`src/rtl/dac7821_write_seq.sv`:
```
// DAC7821 write sequencer: queues decoded CPU writes and replays each one as a timed
// parallel write cycle (data setup, chip-select pulse, hold) on a shared bus.
module dac7821_write_seq #(
  parameter int unsigned SETUP_CYC  = 2,
  parameter int unsigned CS_LOW_CYC = 3,
  parameter int unsigned HOLD_CYC   = 2,
  parameter int unsigned FIFO_DEPTH = 4
) (
  input  logic                          Clock,
  input  logic                          Reset,
  input  logic [11:0]                   DEC_SEL,
  input  logic [11:0]                   WR_DATA,
  input  logic                          CLR_FLAGS,
  output logic [11:0]                   DAC_DB,
  output logic [11:0]                   DAC_NCS,
  output logic                          DAC_RNW,
  output logic                          BUSY,
  output logic [$clog2(FIFO_DEPTH):0]   FIFO_LEVEL,
  output logic                          OVF_FLAG,
  output logic                          MULTI_FLAG
);

  localparam int unsigned PTR_W = $clog2(FIFO_DEPTH);
  localparam int unsigned LVL_W = PTR_W + 1;

  localparam logic [1:0] IDLE   = 2'd0;
  localparam logic [1:0] SETUP  = 2'd1;
  localparam logic [1:0] STROBE = 2'd2;
  localparam logic [1:0] HOLD   = 2'd3;

  localparam logic [3:0] SETUP_LD = 4'(SETUP_CYC - 1);
  localparam logic [3:0] CS_LD    = 4'(CS_LOW_CYC - 1);
  localparam logic [3:0] HOLD_LD  = 4'(HOLD_CYC - 1);

  logic [11:0]      sel_d_q;
  logic [1:0]       state_q, state_d;
  logic [3:0]       cnt_q, cnt_d;
  logic [15:0]      mem [FIFO_DEPTH];
  logic [PTR_W-1:0] wr_ptr_q, rd_ptr_q;
  logic [LVL_W-1:0] level_q, level_d;
  logic [11:0]      db_q, db_d;
  logic [3:0]       idx_q, idx_d;
  logic [11:0]      ncs_q, ncs_d;
  logic             rnw_q, rnw_d;
  logic             busy_q, busy_d;
  logic             ovf_q, multi_q;

  logic        req, multi, push, pop, empty, full, ovf_set, multi_set;
  logic [3:0]  sel_idx;
  logic [15:0] head;

  assign req       = (|DEC_SEL) & ~(|sel_d_q);
  assign multi     = |(DEC_SEL & (DEC_SEL - 12'd1));
  assign empty     = (level_q == '0);
  assign full      = (level_q == LVL_W'(FIFO_DEPTH));
  assign head      = mem[rd_ptr_q];
  // A full queue still accepts a push when the engine pops in the same cycle.
  assign push      = req & (~full | pop);
  assign ovf_set   = req & full & ~pop;
  assign multi_set = req & multi;

  // Lowest set select bit wins.
  always_comb begin
    sel_idx = '0;
    for (int i = 11; i >= 0; i--) begin
      if (DEC_SEL[i]) sel_idx = 4'(i);
    end
  end

  always_comb begin
    state_d = state_q;
    cnt_d   = cnt_q;
    pop     = 1'b0;
    db_d    = db_q;
    idx_d   = idx_q;
    ncs_d   = ncs_q;
    rnw_d   = rnw_q;
    case (state_q)
      IDLE: begin
        if (!empty) begin
          pop     = 1'b1;
          db_d    = head[11:0];
          idx_d   = head[15:12];
          rnw_d   = 1'b0;
          state_d = SETUP;
          cnt_d   = SETUP_LD;
        end
      end
      SETUP: begin
        if (cnt_q == '0) begin
          state_d = STROBE;
          cnt_d   = CS_LD;
          ncs_d   = ~(12'd1 << idx_q);
        end else begin
          cnt_d = cnt_q - 4'd1;
        end
      end
      STROBE: begin
        if (cnt_q == '0) begin
          state_d = HOLD;
          cnt_d   = HOLD_LD;
          ncs_d   = 12'hFFF;
        end else begin
          cnt_d = cnt_q - 4'd1;
        end
      end
      HOLD: begin
        if (cnt_q != '0) begin
          cnt_d = cnt_q - 4'd1;
        end else if (!empty) begin
          pop     = 1'b1;
          db_d    = head[11:0];
          idx_d   = head[15:12];
          state_d = SETUP;
          cnt_d   = SETUP_LD;
        end else begin
          state_d = IDLE;
          rnw_d   = 1'b1;
        end
      end
      default: state_d = IDLE;
    endcase
  end

  always_comb begin
    level_d = level_q;
    if (push && !pop)      level_d = level_q + LVL_W'(1);
    else if (!push && pop) level_d = level_q - LVL_W'(1);
    busy_d = (state_d != IDLE) | (level_d != '0);
  end

  always_ff @(posedge Clock) begin
    if (push) mem[wr_ptr_q] <= {sel_idx, WR_DATA};
  end

  always_ff @(posedge Clock) begin
    if (!Reset) begin
      sel_d_q  <= '0;
      state_q  <= IDLE;
      cnt_q    <= '0;
      wr_ptr_q <= '0;
      rd_ptr_q <= '0;
      level_q  <= '0;
      db_q     <= '0;
      idx_q    <= '0;
      ncs_q    <= 12'hFFF;
      rnw_q    <= 1'b1;
      busy_q   <= 1'b0;
      ovf_q    <= 1'b0;
      multi_q  <= 1'b0;
    end else begin
      sel_d_q  <= DEC_SEL;
      state_q  <= state_d;
      cnt_q    <= cnt_d;
      level_q  <= level_d;
      db_q     <= db_d;
      idx_q    <= idx_d;
      ncs_q    <= ncs_d;
      rnw_q    <= rnw_d;
      busy_q   <= busy_d;
      if (push) wr_ptr_q <= wr_ptr_q + PTR_W'(1);
      if (pop)  rd_ptr_q <= rd_ptr_q + PTR_W'(1);
      // Set beats a simultaneous clear.
      ovf_q    <= ovf_set | (ovf_q & ~CLR_FLAGS);
      multi_q  <= multi_set | (multi_q & ~CLR_FLAGS);
    end
  end

  assign DAC_DB     = db_q;
  assign DAC_NCS    = ncs_q;
  assign DAC_RNW    = rnw_q;
  assign BUSY       = busy_q;
  assign FIFO_LEVEL = level_q;
  assign OVF_FLAG   = ovf_q;
  assign MULTI_FLAG = multi_q;

endmodule

```
`config.mk`:
```
export PLATFORM = sky130hd
export DESIGN_NAME = dac7821_write_seq
export DESIGN_NICKNAME = d
export VERILOG_FILES = /design/src/rtl/dac7821_write_seq.sv
export SDC_FILE = /design/constraint.sdc
export NUM_CORES = 1
export LEC_CHECK = 0
export ABC_AREA = 1
export BUFFER_PORTS_ARGS = -buffer_cell sky130_fd_sc_hd__buf_4
export CAP_MARGIN = 40
export CELL_PAD_IN_SITES_DETAIL_PLACEMENT = 2
export CELL_PAD_IN_SITES_GLOBAL_PLACEMENT = 2
export CORE_MARGIN = 10
export CORE_UTILIZATION = 41
export CTS_BUF_LIST = sky130_fd_sc_hd__clkbuf_8
export DETAILED_ROUTE_END_ITERATION = 16
export GPL_TIMING_DRIVEN = 0
export PLACE_DENSITY_LB_ADDON = 0.1
export SLEW_MARGIN = 20
export SYNTH_ARGS = -nofsm -noshare
export SYNTH_HDL_FRONTEND = slang
export SYNTH_SLANG_ARGS = --single-unit
```
`constraint.sdc`:
```
create_clock -name Clock -period 6.39 [get_ports Clock]
set_input_delay 0.3195 -clock Clock [delete_from_list [all_inputs] [get_ports Clock]]
set_output_delay 0.3195 -clock Clock [all_outputs]
set_load 0.03 [all_outputs]
```
# == Word level (Yosys, flattened, before mapping) ==
# Memories as Yosys holds them, arrays and structs flattened. A register that Yosys moved wholly into a read port is not among the register bits.
# Cells that the tools add are included.
# classes
reduce_logical,18
shifts,1
eq_ne,9
bitwise_logic,17
addsub,6
mux,45
# ops
operator,n
4-bit 2-to-1 mux,18
12-bit 2-to-1 mux,4
12-bit one-hot mux with 2 select lines,2
12-bit OR reduction,3
4-bit one-hot mux with 4 select lines,1
12-bit AND,1
2-bit 2-to-1 mux,6
12-bit NOT,1
"1-bit by 4-bit left shift with 12-bit output, first input constant",1
"12-bit by 1-bit subtractor with 12-bit output, second input constant",1
"2-bit != test, second input constant",5
1-bit 2-to-1 mux,8
2-bit one-hot mux with 4 select lines,1
4-bit one-hot mux with 2 select lines,1
1-bit AND,7
3-bit 2-to-1 mux,2
2-bit nonzero test,3
"2-bit by 1-bit adder with 2-bit output, second input constant",2
"2-bit == test, second input constant",2
4-bit zero test,1
1-bit NOT,4
1-bit OR,4
1-bit one-hot mux with 2 select lines,2
4-bit AND reduction,1
other kinds (13),15
# word_totals
inputBits,27
output_inout_bits,31
wordCells,110
memories,1
ram_bits,64
reg_bits,57
# mem_list
name,depth,width,rd,rd_ports_with_merged_regs,write_ports,line_no,rtl
mem,4,16,1,1,1,38,logic [15:0] mem [FIFO_DEPTH];

# == Longest topological paths before layout ==
# logic_depth
ltp_word,12
mapped_depth,13
mapped_depth_nobuf,13

# == Worst setup path after synthesis ==
# Ideal clock, no wire load.
# synth_timing
kind,register -> register
startpoint,register level_q[0] (netlist: FIFO_LEVEL[0])
endpoint,"memory mem[0][0], enable pin"
path_stages_with_launch,10
setup_time_ps,389
setup_slack_ps,3640
t_required_ps,6001
arrival_time_ps,2361
n_path_buf,0
cell_sequence,dfxtp_1 inv_1 ha_1 a21oi_4 nand2_2 a21oi_4 inv_2 nand3_2 nand2_4 nor2_1
# synth_via
elab_chain_cells,8
elab_cells_between_ends,10
# synth_lines
item,line_no,rtl
start: declaration,40,"logic [LVL_W-1:0] level_q, level_d;"
start signal: assignment,155,level_q <= level_d;
3-bit zero test,54,assign empty = (level_q == '0);
1-bit 2-to-1 mux,"80, 110",
1-bit 2-to-1 mux,108,if (cnt_q != '0) begin
1-bit one-hot mux with 2 select lines,78,case (state_q)
1-bit OR (*),58,assign push = req & (~full | pop);
1-bit AND (*),58,
1-bit 2-to-1 mux (*),133,"if (push) mem[wr_ptr_q] <= {sel_idx, WR_DATA};"
1-bit 2-to-1 mux (implied by the code) (*),133,
end: declaration,38,
# Mark *: on every way between the ends. The rest lies on a longest branch, timed or not.

# == Final worst setup path ==
# layout_timing
startpoint,register level_q[0] (netlist: FIFO_LEVEL[0])
endpoint,"memory mem[0][6], enable pin"
# The elaborated chain is that of the path after synthesis.

==> out/results.ini <==
[status]
outcome = complete, no violations

[timing]
hold_violations = 0
tightestPinTransition_ps = 648
slew_headroom = 0.568
finalMaxSlewViolations = 0
timing.final.crit_share = 0.419
fin_worst_skew_ps = 14.6
max_freq_mhz = 374
rsz0062_at_grt = false
period_minus_slack_ps = 2680
holdWs_ps = 68.8
setup_tns_ps = 0
setup_viol = 0

[synth]
synth.net_count = 598
synthAdderAreaFrac = 0.0333
yosysTopAreaCell = edfxtp_1
yosysTopAreaCellShare = 0.366
avgSynthCellArea_um2 = 9.43
synthesis.area_um2 = 5260
synthMuxAreaShare = 0
ys_top_cells_by_area = edfxtp_1 37%, dfxtp_1 22%, o21ai_0 7.3%, nor2_1 6.6%, nand2_1 4.6%
netlist_instances = 557
synthArstFlopShare = 0
yosys_warnings = 0
synth-seq-cells = 123
ys.flop_type = edfxtp_1
synth_top_family_by_area = simple AND/OR/NAND/NOR gates
synth_cell_types = 36
synth_edf_count = 64
synth-xor-area-share = 0.00500
synthSimpleGateAreaFrac = 0.167
synth_compound_area_frac = 0.135
synth_seq_area_share = 0.590

[final_layout]
final_cell_mix = 88 x nor2_1, 77 x o21ai_0, 65 x inv_1
area_growth_pct = 19.9
nets = 677
drive_gt1_frac = 0.185
antenna_cells = 0
fin_area_um2 = 6300
mostFrequentLayoutCell = nor2_1

[power_and_ir_drop]
vdd_drop_max_mv = 0.137
leakage_nw = 2.58
power-per-cell-area_nw_per_um2 = 448
p_total_w = 0.00283

[critical_path]
cpMaxStageDelayCell = nor2_2
start_kind = flop
max_stage_delay_ps = 450
cp_top_family = simple AND/OR/NAND/NOR gates
crit_chain = inv_1 -> ha_1 -> a21oi_4 -> nand2_2 -> a21oi_4 -> inv_2 -> nand3_2 -> nand2_4 -> nor2_2 -> buf_6
cpMostUsedCell = a21oi_4
arrival_ps = 2830
cp_num_buf_inv = 3
crit_required_ps = 6550
worstPathMaxFanout = 9
cp-end-kind = flop
worstSetupPathType = reg2reg

[route]
wirelength_um = 16000
via_per_inst = 5.17
vias = 4241
wl_per_cell_um = 19.5
drc = 0
first_pass_iters = 4
drtIter0Drc = 260
drtAntennaViolNets = 0

[floorplanning]
coreArea_um2 = 12600
io_pins = 58
dieArea_um2 = 17700
initial_core_util = 0.418
rows = 41
die_w_um = 133
dieHeight_um = 133

[global_route]
grt_util_all_layers = 0.185
grt_first_pass_wirelength_um = 25900
antenna_found_initial = 0
grt_pass1_vias = 4790
grt_max_degree = 17
grt-ovfl-total = 0

[clock_network]
clkTransAtPathRegs_ps = 70
clockRootBuffer = clkbuf_8
post_cts_resized = 0
hold_buffers = 0
cts_sinks = 123
numCtsBuffers = 17
cts_tree = yes
cts_buffer_depth = 2
htree_levels = 4
post-cts-setup-buffer-count = 0
insertion_delay_ps = 450

[min_path]
hold_path_class = in2reg

[place]
place_congestion = 0.830
dpl.hpwl_um = 11400
io_buffers = 56
dpl_cell_area_um2 = 5950

[run]
cap_violations = 0

==> per-stage QoR <==
stage | instances | util | setup slack [ps]
after floorplan | 557 | - | 3640
after global placement | 785 | 0.469 | 3050
after detailed placement | 789 | 0.474 | 3720
after CTS | 820 | 0.501 | 3670
after global routing | 820 | 0.501 | 3480
final | 820 | 0.501 | 3710
==> power by group <==
part | leakage [nW] | total, W | switching, W | internal (W)
logic | 1.33 | 0.00118 | 0.000811 | 0.000365
registers | 1.06 | 0.00103 | 0.0000789 | 0.000947
clock network | 0.188 | 0.000623 | 0.000306 | 0.000316
==> synth_stat cells, drive strengths merged (4+ instances only) <==
cell and number:
nor2 95, o21ai 80, nand2 73, inv 67, edfxtp 64, dfxtp 59, a21oi 29, nand3 18
a31oi 16, clkbuf 14, ha 14, buf 7, nor3 7, nand4 4
==> path summary, 6_finish.rpt <==
check                            from                       end  slack [ps]  cells after the start
max          FIFO_LEVEL[0]$_SDFF_PN0_       mem[0][6]$_DFFE_PP_        3710                     10
min                        WR_DATA[8]       mem[3][8]$_DFFE_PP_          70                      1
max reg2reg  FIFO_LEVEL[0]$_SDFF_PN0_       mem[0][6]$_DFFE_PP_        3710                     10
min reg2reg  DAC_NCS[10]$_SDFFE_PN1P_  DAC_NCS[10]$_SDFFE_PN1P_         470                      2
==> flip-flops by register name (all words and copies together), names as in the netlist, 2 cells and up, named ones only <==
signal / count
cnt_q: 4
rd_ptr_q: 2
mem: 64
FIFO_LEVEL: 3
wr_ptr_q: 2
DAC_DB: 12
DAC_NCS: 12
idx_q: 4
sel_d_q: 12
state_q: 2
==> worst register-to-register path, stage by stage, from the launching register on <==
cell     delay [ps]
dfxtp_1         380
inv_1           110
ha_1            320
a21oi_4         200
nand2_2          80
a21oi_4         260
inv_2           130
nand3_2         110
nand2_4         100
nor2_2          450
buf_6           240
==> cell families after synthesis <==
kind of cell	Yosys count
adders and majority gates	14
DFF	123
AOI/OAI and AO/OA	130
buffers and inverters	88
and+or+nand+nor	199
xor gates and xnor gates	3
==> final cells by class <==
type,count,area [µm²]
Buffer,21,109
Clock buffer,19,262
Clock inverter,12,86.3
Fill cell,1336,6270
Inverter,67,256
Multi-Input combinational cell,346,1800
Sequential cell,123,3100
Tap cell,172,215
Timing Repair Buffer,60,473
==> per-layer routing <==
| layer | global-route usage | vias up | share of wire |
|---|---|---|---|
| li1 | - | 2023 | - |
| met2 | 0.331 | 99 | 0.52 |
| met5 | 0 | - | 0 |
| met4 | 0.0732 | 0 | 0.015 |
| met3 | 0.0372 | 22 | 0.044 |
| met1 | 0.211 | 2097 | 0.42 |
Note: power is estimated with default switching activity, not from simulation.
